===== config.mk =====
export PLATFORM = sky130hd
export DESIGN_NAME = hm2_gpio_port_mux
export DESIGN_NICKNAME = d
export VERILOG_FILES = /design/src/rtl/hm2_gpio_port_mux.sv
export SDC_FILE = /design/constraint.sdc
export NUM_CORES = 1
export LEC_CHECK = 0
export ABC_AREA = 1
export CAP_MARGIN = 5
export CORE_ASPECT_RATIO = 1.5
export CORE_UTILIZATION = 45
export CTS_BUF_LIST = sky130_fd_sc_hd__clkbuf_2
export DETAILED_ROUTE_END_ITERATION = 10
export GPL_TIMING_DRIVEN = 0
export PLACE_DENSITY_LB_ADDON = 0.2
export SLEW_MARGIN = 20
export SYNTH_ARGS = -nofsm -noshare
export SYNTH_HDL_FRONTEND = slang
export SYNTH_SLANG_ARGS = --single-unit

===== constraint.sdc =====
create_clock -name clk -period 1.95 [get_ports clk]
set_input_delay 0.39 -clock clk [delete_from_list [all_inputs] [get_ports clk]]
set_output_delay 0.39 -clock clk [all_outputs]
set_load 0.05 [all_outputs]

===== src/rtl/hm2_gpio_port_mux.sv =====
// hm2_gpio_port_mux
//   Maps HostMot2 I/O bits and LED requests onto NUM_GPIO expansion headers.
//   Output data and enables are registered. LED requests pass through a
//   retriggerable on-time stretcher. A safe-state request tri-states every
//   pin. Each mapped pin input passes a 2-flop synchroniser and then an
//   agreement filter before it reaches HostMot2.
//
// Ports
//   clk      : sole clock
//   reset_n  : asynchronous active-low reset
//   io_out   : HostMot2 output data            [IO_WIDTH]
//   io_oe    : HostMot2 output enables, 1=drive [IO_WIDTH]
//   io_in    : synchronised, filtered pin data [IO_WIDTH]
//   led_in   : LED requests, 1=on              [LED_COUNT]
//   safe_i   : safe-state request, level sensitive
//   gpio_o   : pin output data                 [NUM_GPIO*GPIO_WIDTH]
//   gpio_oe  : pin output enables              [NUM_GPIO*GPIO_WIDTH]
//   gpio_i   : raw asynchronous pin inputs     [NUM_GPIO*GPIO_WIDTH]
module hm2_gpio_port_mux #(
    parameter int NUM_GPIO   = 2,
    parameter int GPIO_WIDTH = 36,
    parameter int IO_WIDTH   = 72,
    parameter int LED_COUNT  = 2,
    parameter int FILTER_LEN = 4,
    parameter int LED_HOLD   = 5000000
) (
    input  logic                           clk,
    input  logic                           reset_n,
    input  logic [IO_WIDTH-1:0]            io_out,
    input  logic [IO_WIDTH-1:0]            io_oe,
    output logic [IO_WIDTH-1:0]            io_in,
    input  logic [LED_COUNT-1:0]           led_in,
    input  logic                           safe_i,
    output logic [NUM_GPIO*GPIO_WIDTH-1:0] gpio_o,
    output logic [NUM_GPIO*GPIO_WIDTH-1:0] gpio_oe,
    input  logic [NUM_GPIO*GPIO_WIDTH-1:0] gpio_i
);

    localparam int MUX_W = IO_WIDTH / NUM_GPIO;
    localparam int LED_W = LED_COUNT / NUM_GPIO;
    localparam int PIN_W = NUM_GPIO * GPIO_WIDTH;
    // LEDs that do not fit behind the I/O pins of a header are left unmapped.
    localparam int LED_FIT = ((GPIO_WIDTH - MUX_W) < LED_W) ? (GPIO_WIDTH - MUX_W) : LED_W;

    localparam int FCNT_W = $clog2(FILTER_LEN + 1);
    localparam logic [FCNT_W-1:0] FLIM = FCNT_W'(FILTER_LEN - 1);

    localparam int LCNT_W = (LED_HOLD > 1) ? $clog2(LED_HOLD) : 1;
    // LED_HOLD=0 loads zero, so the LED simply follows led_in one cycle late.
    localparam logic [LCNT_W-1:0] LLOAD = (LED_HOLD > 0) ? LCNT_W'(LED_HOLD - 1) : '0;

    logic [IO_WIDTH-1:0]  w_pin_in;
    logic [IO_WIDTH-1:0]  r_sync_p0;
    logic [IO_WIDTH-1:0]  r_sync_p1;
    logic [IO_WIDTH-1:0]  r_filt_p2;
    logic [FCNT_W-1:0]    r_fcnt [IO_WIDTH];

    logic [LED_COUNT-1:0] r_led_prev;
    logic [LCNT_W-1:0]    r_led_cnt [LED_COUNT];
    logic [LED_COUNT-1:0] w_led_on;

    logic [PIN_W-1:0]     w_gpio_o_nxt;
    logic [PIN_W-1:0]     w_gpio_oe_nxt;
    logic [PIN_W-1:0]     r_gpio_o;
    logic [PIN_W-1:0]     r_gpio_oe;

    // Idle header pins and unmapped LEDs are intentionally ignored.
    logic w_unused;
    assign w_unused = ^{gpio_i, w_led_on};

    // Pin <-> I/O bit mapping and next-state pin outputs.
    always_comb begin
        w_pin_in      = '0;
        w_gpio_o_nxt  = '0;
        w_gpio_oe_nxt = '0;
        for (int h = 0; h < NUM_GPIO; h++) begin
            for (int p = 0; p < MUX_W; p++) begin
                w_pin_in[h*MUX_W+p]          = gpio_i[h*GPIO_WIDTH+p];
                w_gpio_o_nxt[h*GPIO_WIDTH+p]  = io_out[h*MUX_W+p];
                w_gpio_oe_nxt[h*GPIO_WIDTH+p] = io_oe[h*MUX_W+p];
            end
            for (int q = 0; q < LED_FIT; q++) begin
                w_gpio_o_nxt[h*GPIO_WIDTH+MUX_W+q]  = w_led_on[h*LED_W+q];
                w_gpio_oe_nxt[h*GPIO_WIDTH+MUX_W+q] = 1'b1;
            end
        end
    end

    // LED is lit while requested or while its hold counter is still running.
    always_comb begin
        w_led_on = '0;
        for (int j = 0; j < LED_COUNT; j++) begin
            w_led_on[j] = led_in[j] | (r_led_cnt[j] != '0);
        end
    end

    // ---- stage p0/p1: two-flop synchroniser ----
    always_ff @(posedge clk or negedge reset_n) begin
        if (!reset_n) begin
            r_sync_p0 <= '0;
            r_sync_p1 <= '0;
        end else begin
            r_sync_p0 <= w_pin_in;
            r_sync_p1 <= r_sync_p0;
        end
    end

    // ---- stage p2: agreement filter ----
    // The count tracks samples that disagree with the current output; it is
    // cleared on any agreeing sample and on the flip, so it never wraps.
    always_ff @(posedge clk or negedge reset_n) begin
        if (!reset_n) begin
            r_filt_p2 <= '0;
            for (int i = 0; i < IO_WIDTH; i++) begin
                r_fcnt[i] <= '0;
            end
        end else begin
            for (int i = 0; i < IO_WIDTH; i++) begin
                if (r_sync_p1[i] == r_filt_p2[i]) begin
                    r_fcnt[i] <= '0;
                end else if (r_fcnt[i] >= FLIM) begin
                    r_filt_p2[i] <= r_sync_p1[i];
                    r_fcnt[i]    <= '0;
                end else begin
                    r_fcnt[i] <= r_fcnt[i] + FCNT_W'(1);
                end
            end
        end
    end

    // LED stretcher: a rising request (re)loads the hold counter.
    always_ff @(posedge clk or negedge reset_n) begin
        if (!reset_n) begin
            r_led_prev <= '0;
            for (int j = 0; j < LED_COUNT; j++) begin
                r_led_cnt[j] <= '0;
            end
        end else begin
            r_led_prev <= led_in;
            for (int j = 0; j < LED_COUNT; j++) begin
                if (led_in[j] && !r_led_prev[j]) begin
                    r_led_cnt[j] <= LLOAD;
                end else if (r_led_cnt[j] != '0) begin
                    r_led_cnt[j] <= r_led_cnt[j] - LCNT_W'(1);
                end
            end
        end
    end

    // ---- output register: safe state drops every enable, data keeps updating ----
    always_ff @(posedge clk or negedge reset_n) begin
        if (!reset_n) begin
            r_gpio_o  <= '0;
            r_gpio_oe <= '0;
        end else begin
            r_gpio_o  <= w_gpio_o_nxt;
            r_gpio_oe <= safe_i ? '0 : w_gpio_oe_nxt;
        end
    end

    assign io_in   = r_filt_p2;
    assign gpio_o  = r_gpio_o;
    assign gpio_oe = r_gpio_oe;

endmodule

# After elaboration in Yosys (flattened, before gate mapping)
# Cells that the tools add are included.
# Widths: inputs -> output; s select.
# classes
addsub	72
order_cmp	72
n_eq_ne	72
n_mux	145
n_bitwise	72
reduce_logical	72
# ops
operator	count
$mux 3	144
$add 3x1->3 const B	72
$ge 3x2->1 const B	72
$reduce_and 2->1	72
$eq 1x1->1	72
$mux 72	1
$not 1->1	72
# totals
ff_bits	576
in_bits	221
output_inout_bits	216
wordCells	653

# Logic depth before layout (Yosys ltp)
# Gate-level depths: netlist of run 1.
# depth
ltp_word	3
ltp_mapped	6
ltp_nobuf	6

# Worst setup path before layout of run 1
# Ideal clock, no wire load.
# synth_path
path_type	flip-flop to flip-flop
from	register r_fcnt[9] (netlist bit)
to	register r_filt_p2[68], in the netlist io_in[68]
arrival_ps	1055
required_time_ps	1831
slack_ps	776
stages_incl_launch_ff	7
path_buffers	0
period_less_slack_ps	1174
cell_sequence	dfrtp_1 -> ha_1 -> ha_1 -> nor2_1 -> nand2_1 -> nand2_1 -> nand2_1
# synth_via
elab_chain_cells	2
# synth_rtl
element	line	rtl
start, declared	56	logic [FCNT_W-1:0] r_fcnt [IO_WIDTH];
start signal, assigned by index	125	r_fcnt[i] <= r_fcnt[i] + FCNT_W'(1);
$ge 3x2->1	121	end else if (r_fcnt[i] >= FLIM) begin
$reduce_and 2->1 (no source line)	n/a	
end signal, assigned by index	122	r_filt_p2[i] <= r_sync_p1[i];
end, declared	55	logic [IO_WIDTH-1:0] r_filt_p2;
# Every way passes these cells.
# A chain may end at the register's enable or synchronous reset.

# Final worst setup path of run 1
# layout_path
from	register r_gpio_oe[46], in the netlist gpio_oe[46]
to	output port gpio_oe[46]
# layout_rtl
element	line	rtl
start, declared	65	logic [PIN_W-1:0] r_gpio_oe;
start signal, assigned	157	r_gpio_oe <= safe_i ? '0 : w_gpio_oe_nxt;
end, declared	35	output logic [NUM_GPIO*GPIO_WIDTH-1:0] gpio_oe,
# No word-level cell between the ends.

==> impl_metrics.env, run 1 <==
export IMPL_syn_area_sq_um=22590
export IMPL_yosysWarningCount=0
export IMPL_grt_setup_unrepaired="yes"
export IMPL_ctsRootBufferMaster="clkbuf_2"
export IMPL_setup_viol=216
export IMPL_cts_max_level=4
export IMPL_synth_area_leaders="dfrtp_1, nand2_1, ha_1"
export IMPL_ctsLongestPathBuffers=3
export IMPL_final_common_cell="dfrtp_1"
export IMPL_area_sequential_sq_um=14420
export IMPL_status="finished, violations left"
export IMPL_fin_crit_sh_pct=108.0
export IMPL_layout_drive_gt1_share_pct=17.62
export IMPL_dr_pass1_iters=5
export IMPL_synth_top_area_share_pct=63.81
export IMPL_die_y_microns=276.4
export IMPL_synth_nets=2647
export IMPL_cts_clk_slew_worst_paths_ns=0.11
export IMPL_dieArea_sq_um=51120
export IMPL_maxCapViolCount=0
export IMPL_numClockSinks=576
export IMPL_p_per_area_nw_per_um2=1250
export IMPL_numPortBuffers=433
export IMPL_cts_buffers=141
export IMPL_fmaxAchievable_ghz=0.4747
export IMPL_start_kind="flop"
export IMPL_routabilityCongestion=0.8020
export IMPL_multiInputGateArea_sq_um=6576
export IMPL_grt_pass1_vias=19290
export IMPL_antenna_found_initial=7
export IMPL_grt_total_usage_pct=24.37
export IMPL_layout_common_cells="dfrtp_1, nand2_1, inv_1, nor2_1, buf_6"
export IMPL_die_width_microns=184.9
export IMPL_routed_via_density=4.573
export IMPL_overflow=0
export IMPL_worstPathCellList="buf_6"
export IMPL_cp_slowest_cell="dfrtp_2"
export IMPL_syn_to_final_growth_pct=43.67
export IMPL_path_max_fanout=1
export IMPL_fillers=3873
export IMPL_tns_ns=-14.15
export IMPL_vias=17950
export IMPL_wl_per_cell_microns=15.31
export IMPL_final_antenna_net_count=0
export IMPL_crit_buf_inv=1
export IMPL_setup_slack_ns=-0.1565
export IMPL_place_ws_ns=-0.7369
export IMPL_syn_inst=2282
export IMPL_hp_class="in2async"
export IMPL_end_kind="primary output"
export IMPL_avgSynthCellArea_sq_um=9.899
export IMPL_postLayoutCoreUtil_pct=65.50
export IMPL_yosysSeqAreaShare_pct=63.81
export IMPL_ir_drop_mv=0.6318
export IMPL_drcViolationCount=0
export IMPL_tightest_slew_ns=0.6344
export IMPL_ys_types=10
export IMPL_hpwl_mm=41.74
export IMPL_cts_tree="yes"
export IMPL_fp_row_count=100
export IMPL_fin_skew_ns=0.05578
export IMPL_p_leak_nw=17.89
export IMPL_grt_pass1_wl_mm=94.63
export IMPL_slew_violations=0
export IMPL_start_util_pct=45.59
export IMPL_wirelength_mm=60.12
export IMPL_worst_setup_path_type="reg2out"
export IMPL_ys_ff_latch=576
export IMPL_finalHoldViolations=0
export IMPL_critPathArrivalTime_ns=1.72
export IMPL_path_delay_family="flip-flops"
export IMPL_critical_path_max_stage_delay_ns=0.46
export IMPL_drtIter0Drc=591
export IMPL_synth_top_area_cell="dfrtp_1"
export IMPL_grt_max_degree=101
export IMPL_num_io_pins=437
export IMPL_required_ns=1.56
export IMPL_violations="setup timing"
export IMPL_total_power_mw=40.58
export IMPL_relSlewSlack_pct=57.71
export IMPL_postCtsHoldBufs=227
export IMPL_min_period_ns=2.107
export IMPL_clkLatencyLatePin_ns=1.08
export IMPL_core_area_sq_um=49550
export IMPL_nNetsFinal=3546
-- flip-flops by register name, indices dropped and copies added, names as in the netlist --
signal     count
r_sync_p1     72
io_in         72
r_sync_p0     72
gpio_oe       72
r_fcnt       216
gpio_o        72
-- timing repair --
item,in CTS,in global routing
setup buffers,68,20
gates resized for setup,1513,2
endpoints found under the setup margin,216,273
cloned,0,1
hold endpoints to repair,569,129
-- report_power, final --
part,leakage [nW],switching (mW),total [mW],internal [mW]
clock network,0.865,4.63,7.34,2.72
registers,7.18,1.81,16.4,14.6
logic,9.84,9.88,16.8,6.93
total,17.9,16.3,40.6,24.3
-- stage by stage --
| step | cells | hold WS, ns | instance area [sq um] |
|---|---|---|---|
| final | 3926 | 0.003878 | 32450 |
| after global routing | 3922 | -0.1206 | 32440 |
| after CTS | 3900 | -0.1681 | 32260 |
| after detailed placement | 3385 | 0.3347 | 27950 |
| after global placement | 3378 | 0.3331 | 27750 |
| after floorplan | 2282 | 0.09441 | 22590 |
-- synth_stat cells --
master	count
buf_6	8
or2_0	28
nand2_1	546
nor2_1	318
ha_1	144
inv_1	402
dfrtp_1	576
or2_2	2
nor2_2	42
nand3_1	216
-- layout make-up --
cell class	count	area share [%]
Tap cell	663	2.556
Multi-Input combinational cell	1296	20.26
Antenna cell	5	0.03855
Inverter	402	4.650
Buffer	8	0.2776
Timing Repair Buffer	756	24.42
Sequential cell	576	44.42
Clock inverter	30	0.4472
Clock buffer	190	2.930
-- per-layer routing --
layer  vias to the layer above  track usage, %  share of wire (%)
met4                         8           9.854                2.7
met2                       535           40.87                 49
met1                      8547           25.77                 37
li1                       8747               -                  -
met5                         -               0              0.096
met3                       115           12.08                 11
-- cell families (layout without fill, tap and decap cells) --
family                     Yosys count  in the layout  synth area share, %
and+or+nand+nor                   1152           1152                21.14
DFF                                576            576                63.81
buffers and inverters              410           1386                7.079
adders and majority gates          144            144                7.976
other                                0              5                    0
-- path summary, 6_finish.rpt --
path	start	to	slack (ns)	depth (start not counted)
min in group clk	safe_i	gpio_oe[61]	0.27	3
min	reset_n	r_fcnt[51]	0.004	9
min reg2reg	r_sync_p0[16]	r_sync_p1[16]	0.30	0
max in group asynchronous	reset_n	r_fcnt[112]	0.26	13
max	gpio_oe[46]	gpio_oe[46]	-0.16	1
max reg2reg	r_fcnt[6]	io_in[69]	0.57	5
Note: power is estimated with default switching activity, not from simulation.
==> run 2, diff against run 1 <==
--- a/config.mk
+++ b/config.mk
@@ -12,7 +12,8 @@
 export CTS_BUF_LIST = sky130_fd_sc_hd__clkbuf_2
 export DETAILED_ROUTE_END_ITERATION = 10
 export GPL_TIMING_DRIVEN = 0
-export PLACE_DENSITY_LB_ADDON = 0.2
+export PLACE_DENSITY = 0.83
+export SKIP_CTS_REPAIR_TIMING = 1
 export SLEW_MARGIN = 20
 export SYNTH_ARGS = -nofsm -noshare
 export SYNTH_HDL_FRONTEND = slang
==> impl_metrics.env, run 2 (synthesis gave the netlist of run 1 again) <==
export IMPL_vias=19270
export IMPL_num_io_pins=437
export IMPL_setup_slack_ns=-0.2772
export IMPL_numClockSinks=576
export IMPL_tns_ns=-25.76
export IMPL_p_leak_nw=17.71
export IMPL_cts_tree="yes"
export IMPL_status="finished, violations left"
export IMPL_drtIter0Drc=851
export IMPL_nNetsFinal=3509
export IMPL_worstPathCellList="buf_6"
export IMPL_p_per_area_nw_per_um2=1317
export IMPL_numPortBuffers=433
export IMPL_violations="hold timing, setup timing"
export IMPL_postLayoutCoreUtil_pct=64.95
export IMPL_die_y_microns=276.4
export IMPL_grt_total_usage_pct=22.58
export IMPL_final_antenna_net_count=0
export IMPL_fillers=3361
export IMPL_antenna_found_initial=10
export IMPL_setup_viol=216
export IMPL_cts_buffers=137
export IMPL_dr_pass1_iters=8
export IMPL_core_area_sq_um=49550
export IMPL_wl_per_cell_microns=18.09
export IMPL_maxCapViolCount=0
export IMPL_crit_buf_inv=1
export IMPL_slew_violations=0
export IMPL_grt_pass1_wl_mm=87.74
export IMPL_syn_to_final_growth_pct=42.47
export IMPL_worst_setup_path_type="reg2out"
export IMPL_dieArea_sq_um=51120
export IMPL_fp_row_count=100
export IMPL_grt_setup_unrepaired="yes"
export IMPL_critical_path_max_stage_delay_ns=0.49
export IMPL_layout_common_cells="dfrtp_1, nand2_1, inv_1, nor2_1, buf_6"
export IMPL_routabilityCongestion=0.8448
export IMPL_ctsRootBufferMaster="clkbuf_2"
export IMPL_path_delay_family="flip-flops"
export IMPL_ir_drop_mv=0.8497
export IMPL_fmaxAchievable_ghz=0.4490
export IMPL_relSlewSlack_pct=56.53
export IMPL_largest_register_ffs=216
export IMPL_wirelength_mm=70.76
export IMPL_end_kind="primary output"
export IMPL_finalHoldWorstSlack_ns=-0.1146
export IMPL_ctsLongestPathBuffers=3
export IMPL_grt_pass1_vias=18360
export IMPL_hpwl_mm=41.76
export IMPL_clkLatencyLatePin_ns=1.15
export IMPL_overflow=0
export IMPL_final_common_cell="dfrtp_1"
export IMPL_start_kind="flop"
export IMPL_tightest_slew_ns=0.6521
export IMPL_drcViolationCount=0
export IMPL_layout_drive_gt1_share_pct=17.87
export IMPL_routed_via_density=4.925
export IMPL_regMostFlops="r_fcnt"
export IMPL_start_util_pct=45.59
export IMPL_grt_max_degree=98
export IMPL_finalHoldViolations=65
export IMPL_cp_slowest_cell="dfrtp_1"
export IMPL_path_max_fanout=1
export IMPL_total_power_mw=42.38
export IMPL_required_ns=1.56
export IMPL_die_width_microns=184.9
export IMPL_hp_class="in2async"
export IMPL_min_period_ns=2.227
export IMPL_cts_max_level=4
export IMPL_fin_skew_ns=0.1138
export IMPL_critPathArrivalTime_ns=1.84
export IMPL_fin_crit_sh_pct=114.2
export IMPL_cts_clk_slew_worst_paths_ns=0.15
run 2: cell types whose count changed in the layout (fill, tap and decap cells not counted), sizes merged:
cell | previous run | this run
clkinv | 23 | 24
inv | 407 | 406
buf | 329 | 296
bufinv | 1 | 4
clkinvlp | 1 | 3
diode | 5 | 9
dlygate4sd3 | 218 | 219
clkbuf | 191 | 200
run 2: layout make-up:
cell class	count	area [sq um]	area share, %
flip-flops and latches	576	14440	44.87
clock inverters	35	260.3	0.8086
plain buffers	8	90.09	0.2799
diodes	9	22.52	0.06998
well taps	663	829.5	2.578
repair buffers	723	7455	23.16
multi-input cells	1296	6576	20.43
inverters	402	1509	4.689
clock buffers	200	1001	3.110
run 2: worst paths after layout:
| check | start | to | slack [ns] | cells past startpoint |
|---|---|---|---|---|
| max | gpio_o[11] | gpio_o[11] | -0.28 | 1 |
| min | reset_n | r_sync_p0[3] | -0.11 | 2 |
| max reg2reg | r_fcnt[126] | r_fcnt[127] | 0.37 | 5 |
| min reg2reg | r_sync_p0[26] | r_sync_p1[26] | 0.27 | 0 |
| max in group asynchronous | reset_n | r_fcnt[11] | 0.57 | 4 |
| min in group clk | safe_i | gpio_oe[16] | 0.23 | 4 |
run 2: per-stage QoR:
step / instance area (sq um) / std cells / setup WS, ns
floorplan: 22590 / 2282 / 0.7760
global placement: 27750 / 3378 / -23.99
detailed placement: 27920 / 3384 / 0.09473
CTS: 29180 / 3619 / -1.169
global route: 32180 / 3910 / -0.4286
finish: 32180 / 3912 / -0.2772
run 2: power by group:
group,internal (mW),switching [mW]
Clock,3.26,5.07
Combinational,6.66,10.5
Sequential,14.6,2.21
run 2: per-layer routing:
metal	wire length, microns	global-route usage (%)	vias to the layer above
li1	-	-	8716
met4	3865	12.02	2
met3	5988	9.062	305
met1	25170	23.47	9346
met2	35730	38.56	897
met5	11	0	-
